<file path="config.mk">
export PLATFORM = sky130hd
export DESIGN_NAME = shift_sched
export DESIGN_NICKNAME = d
export VERILOG_FILES = /design/src/rtl/shift_sched.sv
export SDC_FILE = /design/constraint.sdc
export NUM_CORES = 1
export LEC_CHECK = 0
export CELL_PAD_IN_SITES_DETAIL_PLACEMENT = 1
export CELL_PAD_IN_SITES_GLOBAL_PLACEMENT = 1
export CORE_MARGIN = 3
export CORE_UTILIZATION = 32
export CTS_BUF_LIST = sky130_fd_sc_hd__clkbuf_16
export DETAILED_ROUTE_END_ITERATION = 6
export GPL_TIMING_DRIVEN = 0
export PLACE_DENSITY = 0.85
export SLEW_MARGIN = 10
export SYNTH_ARGS = -nofsm -noshare
export SYNTH_HDL_FRONTEND = slang
export SYNTH_SLANG_ARGS = --single-unit
</file>
<file path="constraint.sdc">
create_clock -name clk_i -period 1.5 [get_ports clk_i]
set_input_delay 0.3 -clock clk_i [delete_from_list [all_inputs] [get_ports clk_i]]
set_output_delay 0.3 -clock clk_i [all_outputs]
set_load 0.02 [all_outputs]
</file>
<file path="src/rtl/shift_sched.sv">
// shift_sched: loads a seed pattern, then applies a counted run of single-bit shifts with hold/done handshake.
// Optional build macro SHIFT_SCHED_ROTATE_EN turns zero-fill shifts into rotates.
`default_nettype none

module shift_sched #(
    parameter int WIDTH = 8,
    parameter int LEN_W = 4
) (
    input  logic             clk_i,
    input  logic             reset_ni,
    input  logic             start_i,
    input  logic             dir_i,
    input  logic [WIDTH-1:0] seed_i,
    input  logic [LEN_W-1:0] steps_i,
    input  logic             hold_i,
    output logic [WIDTH-1:0] count_o,
    output logic [LEN_W-1:0] steps_left_o,
    output logic             busy_o,
    output logic             done_o
);

    typedef enum logic [1:0] {
        IDLE  = 2'd0,
        SHIFT = 2'd1,
        DONE  = 2'd2
    } state_t;

    state_t             state_q, state_d;
    logic [WIDTH-1:0]   count_q, count_d;
    logic [LEN_W-1:0]   steps_left_q, steps_left_d;
    logic               dir_q, dir_d;
    logic               busy_q, busy_d;
    logic               done_q, done_d;
    logic [WIDTH-1:0]   shifted;

    // dir_q = 0 moves bits toward the MSB, 1 toward the LSB.
    always_comb begin
`ifdef SHIFT_SCHED_ROTATE_EN
        if (dir_q) shifted = {count_q[0], count_q[WIDTH-1:1]};
        else       shifted = {count_q[WIDTH-2:0], count_q[WIDTH-1]};
`else
        if (dir_q) shifted = {1'b0, count_q[WIDTH-1:1]};
        else       shifted = {count_q[WIDTH-2:0], 1'b0};
`endif
    end

    always_comb begin
        state_d      = state_q;
        count_d      = count_q;
        steps_left_d = steps_left_q;
        dir_d        = dir_q;
        case (state_q)
            IDLE: begin
                if (start_i) begin
                    count_d      = seed_i;
                    steps_left_d = steps_i;
                    dir_d        = dir_i;
                    state_d      = (steps_i != '0) ? SHIFT : DONE;
                end
            end
            SHIFT: begin
                if (!hold_i) begin
                    count_d      = shifted;
                    steps_left_d = steps_left_q - 1'b1;
                    if (steps_left_q == LEN_W'(1)) state_d = DONE;
                end
            end
            DONE:    state_d = IDLE;
            default: state_d = IDLE;
        endcase
        // Status flags are registered from the next state so they line up with it.
        busy_d = (state_d != IDLE);
        done_d = (state_d == DONE);
    end

    always_ff @(posedge clk_i or negedge reset_ni) begin
        if (!reset_ni) begin
            state_q      <= IDLE;
            count_q      <= '0;
            steps_left_q <= '0;
            dir_q        <= 1'b0;
            busy_q       <= 1'b0;
            done_q       <= 1'b0;
        end else begin
            state_q      <= state_d;
            count_q      <= count_d;
            steps_left_q <= steps_left_d;
            dir_q        <= dir_d;
            busy_q       <= busy_d;
            done_q       <= done_d;
        end
    end

    assign count_o      = count_q;
    assign steps_left_o = steps_left_q;
    assign busy_o       = busy_q;
    assign done_o       = done_q;

endmodule

`default_nettype wire

</file>
# After elaboration in Yosys (flattened, before gate mapping)
# Index checks and enable logic that the tools add are counted.
# op_classes
n_addsub	1
multipliers	0
div	0
magnitude_cmp	0
eq_ne	5
shifts	0
mux	12
bitwise_logic	0
reduce_logical	6
# ops
cell	n
two-way mux 8 bit	3
one-hot mux 8 bit (2 select lines)	1
two-way mux 2 bit	4
two-way mux 4 bit	2
one-hot mux 4 bit (2 select lines)	1
== test 4 x 1 -> 1 bit (second input constant)	1
inequality test 2 bit (second input constant)	2
one-hot mux 2 bit (2 select lines)	1
nonzero test 2 bit	2
nonzero test 4 bit	1
subtractor 4 x 1 -> 4 bit (second input constant)	1
AND reduction 3 bit	1
== test 2 x 1 -> 1 bit (second input constant)	1
== test 2 bit (second input constant)	1
logical NOT 2 bit	1
AND reduction 2 bit	1
# totals
ff_bits	17
latch_bits	0
ram_bits	0
rom_bits	0
inputBits	17
output_inout_bits	14
wordCells	30
memories	0

# Depth between registers and ports, before layout
# depth
ltp_word	5
ltp_mapped	5
mapped_depth_nobuf	5

# Worst setup path after synthesis
# No wires, ideal clock.
# synth_path
kind	reg-to-reg
from	register state_q[1]
to	register count_q[2] (netlist: count_o[2])
setup_ps	125
arrival_time_ps	1311
required_time_ps	1375
setup_slack_ps	64
stages_incl_launch_ff	5
path_buffers	1
period_less_slack_ps	1436
path_cell_list	dfrtp_1 > nor2b_1 > buf_4 > mux2_2 > mux2_4
# synth_between
elab_chain_cells	3
word_cells_on_any_way	7
cone_classes	eq/ne: 3; mux: 1; reduce/logical: 3
# synth_rtl
element	line	rtl
from (decl)	28	state_t state_q, state_d;
from (signal assigned)	85	state_q <= state_d;
== test 2 x 1 -> 1 bit or logical NOT 2 bit (tied branches)	52	case (state_q)
inequality test 2 bit (no line) or nonzero test 2 bit (tied branches)	n/a	
AND reduction 3 bit (no line)	n/a	
to (signal assigned)	86	count_q <= count_d;
to (decl)	29	logic [WIDTH-1:0] count_q, count_d;
# Parallel ways exist; a longest one is shown, timed or not.
# A chain may end at the register's enable or synchronous reset.

# Worst setup path after layout
# layout_path
from	register done_q (netlist: done_o)
to	output port done_o
# layout_lines
element	line	rtl
from (decl)	33	logic done_q, done_d;
from (signal assigned)	90	done_q <= done_d;
to (decl)	19	output logic done_o
# No word-level cell between the ends.

==> results.py <==
metrics = {
    "layout": {
        "num-fill-cells": 324,
        "design_area_mm2": 0.001533,
        "final_cells": 167,
        "layout-drive-gt1-share_pct": 28.00,
        "syn_to_final_growth_pct": 50.49,
        "nets": 145,
        "n_antenna_cell": 0,
    },
    "yosys": {
        "netlist_top_cells_area": "sky130_fd_sc_hd__dfrtp_1 42%, sky130_fd_sc_hd__mux2_2 11%, sky130_fd_sc_hd__mux2_4 8.8%, sky130_fd_sc_hd__mux2_1 6.6%, sky130_fd_sc_hd__mux2i_1 3.9%",
        "synth_sequential_area_ratio_pct": 41.77,
        "yosysWarningCount": 0,
        "yosysMostFrequentCell": "sky130_fd_sc_hd__dfrtp_1",
        "synth_ff_type": "sky130_fd_sc_hd__dfrtp_1",
        "synth-edff-count": 0,
        "number_of_unique_standard_cell_types_used_by_synthesis": 28,
        "register_bit_count_reported_by_yosys": 17,
        "yosys.area.top_type_share_pct": 41.77,
        "yosys.area.top_type": "sky130_fd_sc_hd__dfrtp_1",
        "mean_area_per_synthesized_cell_um2": 11.84,
        "synthesis.instances": 86,
        "mappedNetlistArea_mm2": 0.001018,
        "synth_nets": 105,
        "synth_async_sr_flop_share_pct": 100.0,
        "synthTopCellsByCount": "17 x sky130_fd_sc_hd__dfrtp_1, 10 x sky130_fd_sc_hd__mux2_2, 6 x sky130_fd_sc_hd__mux2_1, 6 x sky130_fd_sc_hd__mux2_4, 5 x sky130_fd_sc_hd__inv_1",
    },
    "die": {
        "placementRows": 19,
        "core_region_area_mm2": 0.002900,
        "io_pins": 31,
        "fp.dieH_um": 62.42,
        "die_area_mm2": 0.003896,
        "initial_standard_cell_utilization_of_the_core_pct": 35.12,
        "floorplan.die.width_um": 62.42,
    },
    "power": {
        "power_density_mw_per_mm2": 2117,
        "vdd.ir_drop.worst_mv": 0.8430,
        "static-leakage-power_nw": 0.7150,
    },
    "timing": {
        "hold-worst-slack_ps": 464.7,
        "fmax_ghz": 0.6791,
        "max_slew_margin_pct": 45.58,
        "timing.clock.skew_ps": 1.216,
        "unrepaired_setup_endpoints_after_global_routing": "true",
        "sum_neg_setup_slack_ps": 0,
        "tightest_slew_ps": 813.8,
        "finalCritPeriodShare_pct": 98.16,
        "maxSlewViolCount": 0,
        "final_hold_vio_count": 0,
        "final-setup-viol-count": 0,
        "final_period_minus_worst_setup_slack_ps": 1472,
    },
    "critical_path": {
        "worst-r2r-cell-count": 4,
        "wp_data_arrival_ps": 1170,
        "cp-startpoint": "done_o$_DFF_PN0_",
        "critical-path-top-delay-family": "buffers and inverters",
        "critical_path_cell_count": 1,
        "timing.critical_path.slowest_cell_delay_ps": 600,
        "timing.reg2reg.setup_slack_ps": 50,
        "launching_element_type_of_the_critical_path": "register",
        "worst_setup_end_kind": "output pin",
        "critPathBufInv": 1,
        "critical_path.cell_chain": "clkdlybuf4s50_1",
        "cp_max_fo": 1,
        "slowest_stage": "sky130_fd_sc_hd__clkdlybuf4s50_1",
        "critical_path_class": "reg2out",
        "worst_r2r_endpoint": "count_o[2]$_DFFE_PN0P_",
        "crit_required_ps": 1200,
        "crit-reg2reg-launch": "dir_q$_DFFE_PN0P_",
        "endpoint": "done_o",
    },
    "status": {
        "outcome": "completed",
    },
    "detailed_routing": {
        "drt-pass1-iter-count": 4,
        "route.detailed.wl_per_inst_um": 15.68,
        "routed_wirelength_mm": 2.618,
        "vias_per_cell": 4.916,
        "remaining_drc_errors": 0,
        "dr_total_vias": 821,
        "drtIter0Drc": 25,
        "antenna_violating_nets_post_route": 0,
    },
    "clocking": {
        "cts.reportedPaths.clkPinSlew_ps": 50,
        "cts_tree": "built",
        "clock_path_buffers": 2,
        "total_clock_sinks": 17,
        "cts.htree.levels": 1,
        "clock_insertion_delay_worst_skew_ps": 250,
        "cts_root_buffer": "sky130_fd_sc_hd__clkbuf_16",
        "tritoncts.num_buffers": 3,
    },
    "place": {
        "dp.final_hpwl_mm": 1.846,
        "dp_area_mm2": 0.001371,
        "dpl.cell_count": 158,
        "numPortBuffers": 30,
        "gpl.final_weighted_congestion": 0.8449,
    },
    "grt": {
        "grt-ovfl-total": 0,
        "number_of_global_route_vias_before_repair": 951,
        "initial_antenna_violation_count": 0,
        "grt_max_degree": 18,
        "grtUsageTotal_pct": 14.67,
        "grt_first_pass_wirelength_mm": 4.678,
    },
    "flow_run": {
        "maxCapViolCount": 0,
    },
    "min_path": {
        "hp-class": "in2reg",
    },
}
-- sequential cells by signal (all words and copies together), names as in the netlist --
signal and cells:
steps_left_o 4, state_q 2, busy_o 1, dir_q 1, done_o 1, count_o 8
-- stage by stage --
step	utilization, %	setup WS (ps)	total power [mW]
floorplan	-	63.68	2.044
global placement	47.28	-473.0	2.594
detailed placement	47.28	-492.5	2.663
CTS	51.77	5.877	3.236
global route	52.85	-67.50	3.485
finish	52.85	27.53	3.245
-- cells by family after synthesis --
kind of cell               count (synthesis)  share of synthesized area, %
and+or+nand+nor                           19                         11.30
adders and majority gates                  2                         2.457
AOI/OAI and AO/OA                         12                         8.847
DFF                                       17                         41.77
buffers and inverters                     10                         5.160
muxes                                     26                         30.47
-- cell type report --
class                           count  area, µm²  share of cell area (%)
Multi-Input combinational cell     59      581.8                   37.96
Sequential cell                    17      427.9                   27.92
Buffer                              5      48.80                   3.184
Timing Repair Buffer               35      324.1                   21.14
Clock buffer                        3      75.07                   4.898
Inverter                            5      18.77                   1.224
Tap cell                           42      52.55                   3.429
Clock inverter                      1      3.754                  0.2449
-- how the worst min path moves through the flow --
stage                            from                      to  slack, ps  depth (start not counted)
3_5_place_dp   count_o[7]$_DFFE_PN0P_  count_o[7]$_DFFE_PN0P_        530                          1
3_3_place_gp   count_o[7]$_DFFE_PN0P_  count_o[7]$_DFFE_PN0P_        520                          1
6_report                       hold_i    state_q[1]$_DFF_PN0_        460                          4
4_1_cts        count_o[7]$_DFFE_PN0P_  count_o[7]$_DFFE_PN0P_        530                          1
5_1_grt                        hold_i    state_q[1]$_DFF_PN0_        540                          4
2_1_floorplan                reset_ni        busy_o$_DFF_PN0_          4                          0
-- placed cells by master, fill, tap and decap left out, types with 3 or more instances in the layout --
| cell | instances |
|---|---|
| sky130_fd_sc_hd__inv_1 | 6 |
| sky130_fd_sc_hd__dfrtp_1 | 15 |
| sky130_fd_sc_hd__mux2_1 | 6 |
| sky130_fd_sc_hd__mux2_4 | 6 |
| sky130_fd_sc_hd__mux2i_1 | 4 |
| sky130_fd_sc_hd__dlygate4sd2_1 | 13 |
| sky130_fd_sc_hd__nand2_1 | 3 |
| sky130_fd_sc_hd__nor2_1 | 3 |
| sky130_fd_sc_hd__clkdlybuf4s50_1 | 16 |
| sky130_fd_sc_hd__buf_4 | 5 |
| sky130_fd_sc_hd__mux2_2 | 10 |
| sky130_fd_sc_hd__clkbuf_16 | 3 |
-- per-layer routing --
metal  track usage [%]  part of all wire, %  up-vias  routed length [µm]
met5                 0                    0        -                   0
li1                  -                    -      388                   -
met1             19.33                   46      395                1202
met2             23.97                   47       34                1228
met4             3.030                 0.92        0                  24
met3             4.137                  6.2        4                 163
-- power by group --
group	switching [mW]	internal (mW)
clock	0.180	0.354
combinational	0.803	1.04
sequential	0.205	0.668
-- repair_timing --
| action | CTS | global route |
|---|---|---|
| hold endpoints to repair | 0 | 0 |
| gates cloned | 0 | 0 |
| pin swaps | 1 | 0 |
| buffers inserted | 4 | 1 |
| resized for setup | 22 | 7 |
| hold buffers | 0 | 0 |
| setup endpoints to repair | 20 | 13 |
No activity file was read; power rests on OpenSTA's default activity.
==> patch 1, RTL diff (same settings) <==
Make the reset (`reset_ni`) synchronous in one clocked block.
--- a/src/rtl/shift_sched.sv
+++ b/src/rtl/shift_sched.sv
@@ -75,3 +75,3 @@
 
-    always_ff @(posedge clk_i or negedge reset_ni) begin
+    always_ff @(posedge clk_i) begin
         if (!reset_ni) begin
Formal check against the unedited RTL: differs if reset_ni is asserted again (counterexample within 4 cycles, from zero or initial values and one cycle with reset_ni low); with reset_ni held inactive, the same outputs for 10 cycles.
==> patch 1 against the original RTL <==
Synthesized area fell by 11%. Design area is 12% lower. Synthesized cell count up 28%. Sequential cell count stayed put. Routed wire length increased by 8.9%. Count of clock-buffer cells in the layout unchanged. Clock skew rose by 0.0014 ns. Critical path depth did not move. Worst setup slack gained 0.031 ns. Critical endpoint is now busy_o. Largest cell class unchanged.
Power is not compared: it rests on default switching activity, and its combinational part moved more than twofold at a synthesized area within 25%.
==> patch 1: results (changes against the original RTL) <==
| Metric | Value |
|---|---|
| Yosys cell types | 29 (was 28) |
| GRT Util Overall | 0.177 (was 0.147) |
| Routed wire length | 2.85 mm (was 2.62 mm) |
| Finished Layout Cells | 178 (was 167) |
| Met3 usage | 0.0305 (was 0.0414) |
| Initial DRC Count | 19 (was 25) |
| Multiplexer share of the synthesized area | 0.0665 (was 0.305) |
| Synth Instances | 110 (was 86) |
| Most frequent cells after synthesis | nor2_1, dfxtp_1, a21oi_1 (was dfrtp_1, mux2_2, mux2_1, mux2_4, inv_1) |
| CP Launch Point | busy_o (was done_o) |
| WP data arrival | 1.14 ns (was 1.17 ns) |
| Metal1 wirelength | 1.26 mm (was 1.20 mm) |
| Status | finished, final reports clean (unchanged) |
| Via count | 942 (was 821) |
| Final nets | 168 (was 145) |
| Vias in the first global route | 1025 (was 951) |
| Placed cell areas | 0.00124 mm² (was 0.00137 mm²) |
| Slew margin rel. | 0.654 (was 0.456) |
| CTS Buf Count | 3 (unchanged) |
| Adder-Cell Fraction of Synth Area | 0.0277 (was 0.0246) |
| Pre-Repair DR Iteration Count | 6 (was 4) |
| R2R Setup Slk | 0.08 ns (was 0.05 ns) |
| First-pass GRT wire length | 4.73 mm (was 4.68 mm) |
| Post-DP HPWL | 2.00 mm (was 1.85 mm) |
| Met1 Use GR | 0.211 (was 0.193) |
| Max Used Layer | met4 (unchanged) |
| Post-synth top flop | dfxtp_1 (was dfrtp_1) |
| DR WL met3 | 123 µm (was 163 µm) |
| Share of cells above drive strength 1 | 0.135 (was 0.280) |
| Worst R2R Start | steps_left_o[0] (was dir_q) |
| Setup Skew | 0.00266 ns (was 0.00122 ns) |
| Syn nets | 129 (was 105) |
| Post-synthesis sequential area ratio | 0.377 (was 0.418) |
| Cells on worst reg2reg path | 5 (was 4) |
| Largest net degree at the start of global routing | 11 (was 18) |
| Final Wtd Congestion | 0.789 (was 0.845) |
| Asr flop ratio synth | 0 (was 1.00) |
| Reg2reg end | state_q[1] (was count_o[2]) |
| Met2 usage | 0.315 (was 0.240) |
| Metal2 WL | 1.43 mm (was 1.23 mm) |
| Synth Area in Compound Gates | 0.220 (was 0.0885) |
## patch 1: changes by cell type after synthesis, moves of 8 or more
cell | unedited run | this run
dfxtp_1 | 0 | 17
nor2_1 | 3 | 18
nand2_1 | 3 | 11
a21oi_1 | 3 | 12
mux2_2 | 10 | 0
dfrtp_1 | 17 | 0
## patch 1: layout make-up
class	instances	area, µm²
multi-input cells	82	502
well taps	30	37.5
repair buffers	34	318
fillers	322	1240
plain buffers	6	51.3
clock inverters	1	3.75
clock buffers	3	75.1
flip-flops and latches	17	340
inverters	5	18.8
## patch 1: through the flow
stage          utilization  setup WS (ns)
6_report             0.520         0.0584
3_5_place_dp         0.479         -0.277
2_1_floorplan            -          0.102
3_3_place_gp         0.479         -0.247
5_1_grt              0.520         0.0176
4_1_cts              0.516         0.0364
## patch 1: repair_timing
item | in CTS | in global routing
pin swaps | 1 | 1
setup buffers | 4 | 0
gates resized for setup | 13 | 2
setup endpoints to repair | 23 | 10
## patch 1: power groups by stage
| stage | registers [mW] | clock network [mW] | logic (mW) |
|---|---|---|---|
| after global placement | 0.544 | 0 | 0.391 |
| after detailed placement | 0.546 | 0 | 0.404 |
| after global routing | 0.544 | 0.560 | 0.444 |
| after CTS | 0.537 | 0.541 | 0.406 |
| after floorplan | 0.580 | 0 | 0.196 |
| final | 0.538 | 0.536 | 0.404 |
## patch 1: worst min-delay path by stage
| stage | from | to | slack (ns) | cells after the start |
|---|---|---|---|---|
| finish | start_i | busy_o | 0.44 | 3 |
| global route | start_i | busy_o | 0.49 | 3 |
| CTS | count_o[1] | count_o[1] | 0.52 | 2 |
| detailed placement | count_o[5] | count_o[5] | 0.51 | 2 |
| global placement | count_o[4] | count_o[4] | 0.49 | 2 |
| floorplan | start_i | busy_o | 0.42 | 2 |
==> patch 2, RTL diff (config.mk and constraints unchanged) <==
Without the edit above. Build with the macro `SHIFT_SCHED_ROTATE_EN` defined.
--- a/src/rtl/shift_sched.sv
+++ b/src/rtl/shift_sched.sv
@@ -3,2 +3,4 @@
 `default_nettype none
+
+`define SHIFT_SCHED_ROTATE_EN
 
Behaviour: not the same (Yosys sat finds a counterexample within 4 cycles, from zero or initial values and one cycle with reset_ni low).
==> patch 2 against the original RTL <==
Power increased by 3.0%. Routed wire length increased by 3.3%. Sequential share of layout area decreased by 0.37 points. Critical path type is now reg -> reg. Sequential cell count unchanged. Combinational power increased by 4%. Critical endpoint is now count_o[1]. Synthesized area increased by 2.1%. Via count increased by 2.1%. Design area increased by 1.1%. Worst setup slack improved by 0.0097 ns.
==> patch 2: results (changes against the original RTL) <==
| Metric | Value |
|---|---|
| Crit-path slowest cell | dfrtp_1 (was clkdlybuf4s50_1) |
| First-pass GRT wire length | 4.63 mm (was 4.68 mm) |
| Post-synthesis sequential area ratio | 0.409 (was 0.418) |
| Metal2 WL | 1.34 mm (was 1.23 mm) |
| Via count | 838 (was 821) |
| Sequential cell area share | 0.275 (was 0.279) |
| WP data arrival | 1.60 ns (was 1.17 ns) |
| Worst-Margin Slew | 0.775 ns (was 0.814 ns) |
| Finished Layout Cells | 168 (was 167) |
| Sink Count | 17 (unchanged) |
| Multiplexer share of the synthesized area | 0.329 (was 0.305) |
| Adder-Cell Fraction of Synth Area | 0.0241 (was 0.0246) |
| Max Used Layer | met4 (unchanged) |
| H-tree Lvls | 1 (unchanged) |
| DR WL met3 | 160 µm (was 163 µm) |
| Syn nets | 104 (was 105) |
| Pre-Repair DR Iteration Count | 3 (was 4) |
| Status | finished, final reports clean (unchanged) |
| Max IR drop VDD | 748 µV (was 843 µV) |
| DR WL/cell | 16.1 µm (was 15.7 µm) |
| Fin crit period | 1.46 ns (was 1.47 ns) |
| Placed cells | 159 (was 158) |
| CTS Root Cell | clkbuf_16 (unchanged) |
| NonClk Buf Share | 0.239 (was 0.243) |
| Pre-CTS setup slack | -0.430 ns (was -0.492 ns) |
| Setup Skew | 0.00278 ns (was 0.00122 ns) |
| DRC viols | 0 (unchanged) |
| Vias in the first global route | 966 (was 951) |
| CP peak stage delay | 0.37 ns (was 0.60 ns) |
| Initial DRC Count | 40 (was 25) |
| Met1 Use GR | 0.182 (was 0.193) |
| Worst path top cell family by delay | multiplexers (was buffers and inverters) |
| Met2 usage | 0.253 (was 0.240) |
| Most frequent cells after synthesis | dfrtp_1, mux2_1, mux2_2, mux2_4, inv_1 (was dfrtp_1, mux2_2, mux2_1, mux2_4, inv_1) |
| Yosys cell types | 29 (was 28) |
| Clk_buf instances | 3 (unchanged) |
| Final Wtd Congestion | 0.842 (was 0.845) |
| Multi-input logic portion of the cell area | 0.389 (was 0.380) |
| Inverters | 4 (was 5) |
| Max FO, Critical Path | 9 (was 1) |
| Final nets | 144 (was 145) |
| Fillers | 344 (was 324) |
| Post-DP HPWL | 2.01 mm (was 1.85 mm) |
| ClkCell Share | 0.0517 (was 0.0514) |
| Share of cells above drive strength 1 | 0.290 (was 0.280) |
| Signal buffers | 40 (unchanged) |
| Synth Instances | 85 (was 86) |
| R2R Setup Slk | 0.04 ns |
| Endpoints failing hold | 0 (unchanged) |
| Top cells by area, synth | dfrtp_1, mux2_4, mux2_1 (was dfrtp_1, mux2_2, mux2_4) |
| Leak | 0.729 nW (was 0.715 nW) |
| GRT Util Overall | 0.149 (was 0.147) |
| Metal1 wirelength | 1.17 mm (was 1.20 mm) |
| Synth Area in Compound Gates | 0.0903 (was 0.0885) |
| Met3 usage | 0.0324 (was 0.0414) |
==> patch 2: cell types whose count changed after synthesis <==
| cell | before | now |
|---|---|---|
| mux2_1 | 6 | 9 |
| mux2_2 | 10 | 8 |
| mux2_4 | 6 | 8 |
| a21oi_1 | 3 | 2 |
| a21oi_2 | 0 | 1 |
| and2b_1 | 1 | 0 |
| buf_2 | 0 | 1 |
| clkbuf_1 | 2 | 1 |
| inv_1 | 5 | 4 |
| mux2i_1 | 4 | 3 |
| nand2_1 | 3 | 2 |
| o21ba_1 | 0 | 1 |
| o21ba_2 | 1 | 0 |
==> patch 2: final timing paths <==
check                           start    endpoint  depth (start not counted)
hold / removal                 hold_i      done_o                          4
hold reg to reg            count_o[6]  count_o[6]                          1
min in group asynchronous    reset_ni  count_o[5]                          1
setup reg to reg                dir_q  count_o[1]                          4
max in group asynchronous    reset_ni  state_q[1]                          1
setup / recovery                dir_q  count_o[1]                          4
==> patch 2: through the flow <==
stage | setup TNS, ns | area [µm²] | utilization | hold slack [ns]
5_1_grt | -0.0135 | 1550 | 0.503 | 0.491
6_report | 0 | 1550 | 0.503 | 0.465
3_5_place_dp | -4.28 | 1400 | 0.453 | 0.555
3_3_place_gp | -3.58 | 1400 | 0.453 | 0.553
4_1_cts | 0 | 1520 | 0.495 | 0.533
2_1_floorplan | 0 | 1040 | - | 0.00441
==> patch 2: where the power goes <==
| part | internal [mW] | leakage [nW] | switching [mW] |
|---|---|---|---|
| Combinational | 1.10 | 0.490 | 0.824 |
| Sequential | 0.673 | 0.198 | 0.207 |
| Clock | 0.357 | 0.0409 | 0.180 |
| Total | 2.13 | 0.729 | 1.21 |
==> patch 2: repair_timing <==
action,in CTS,in global routing
setup endpoints to repair,19,12
hold buffers,0,0
resized for setup,22,7
buffers inserted,3,1
gates cloned,1,0
pin swaps,0,1
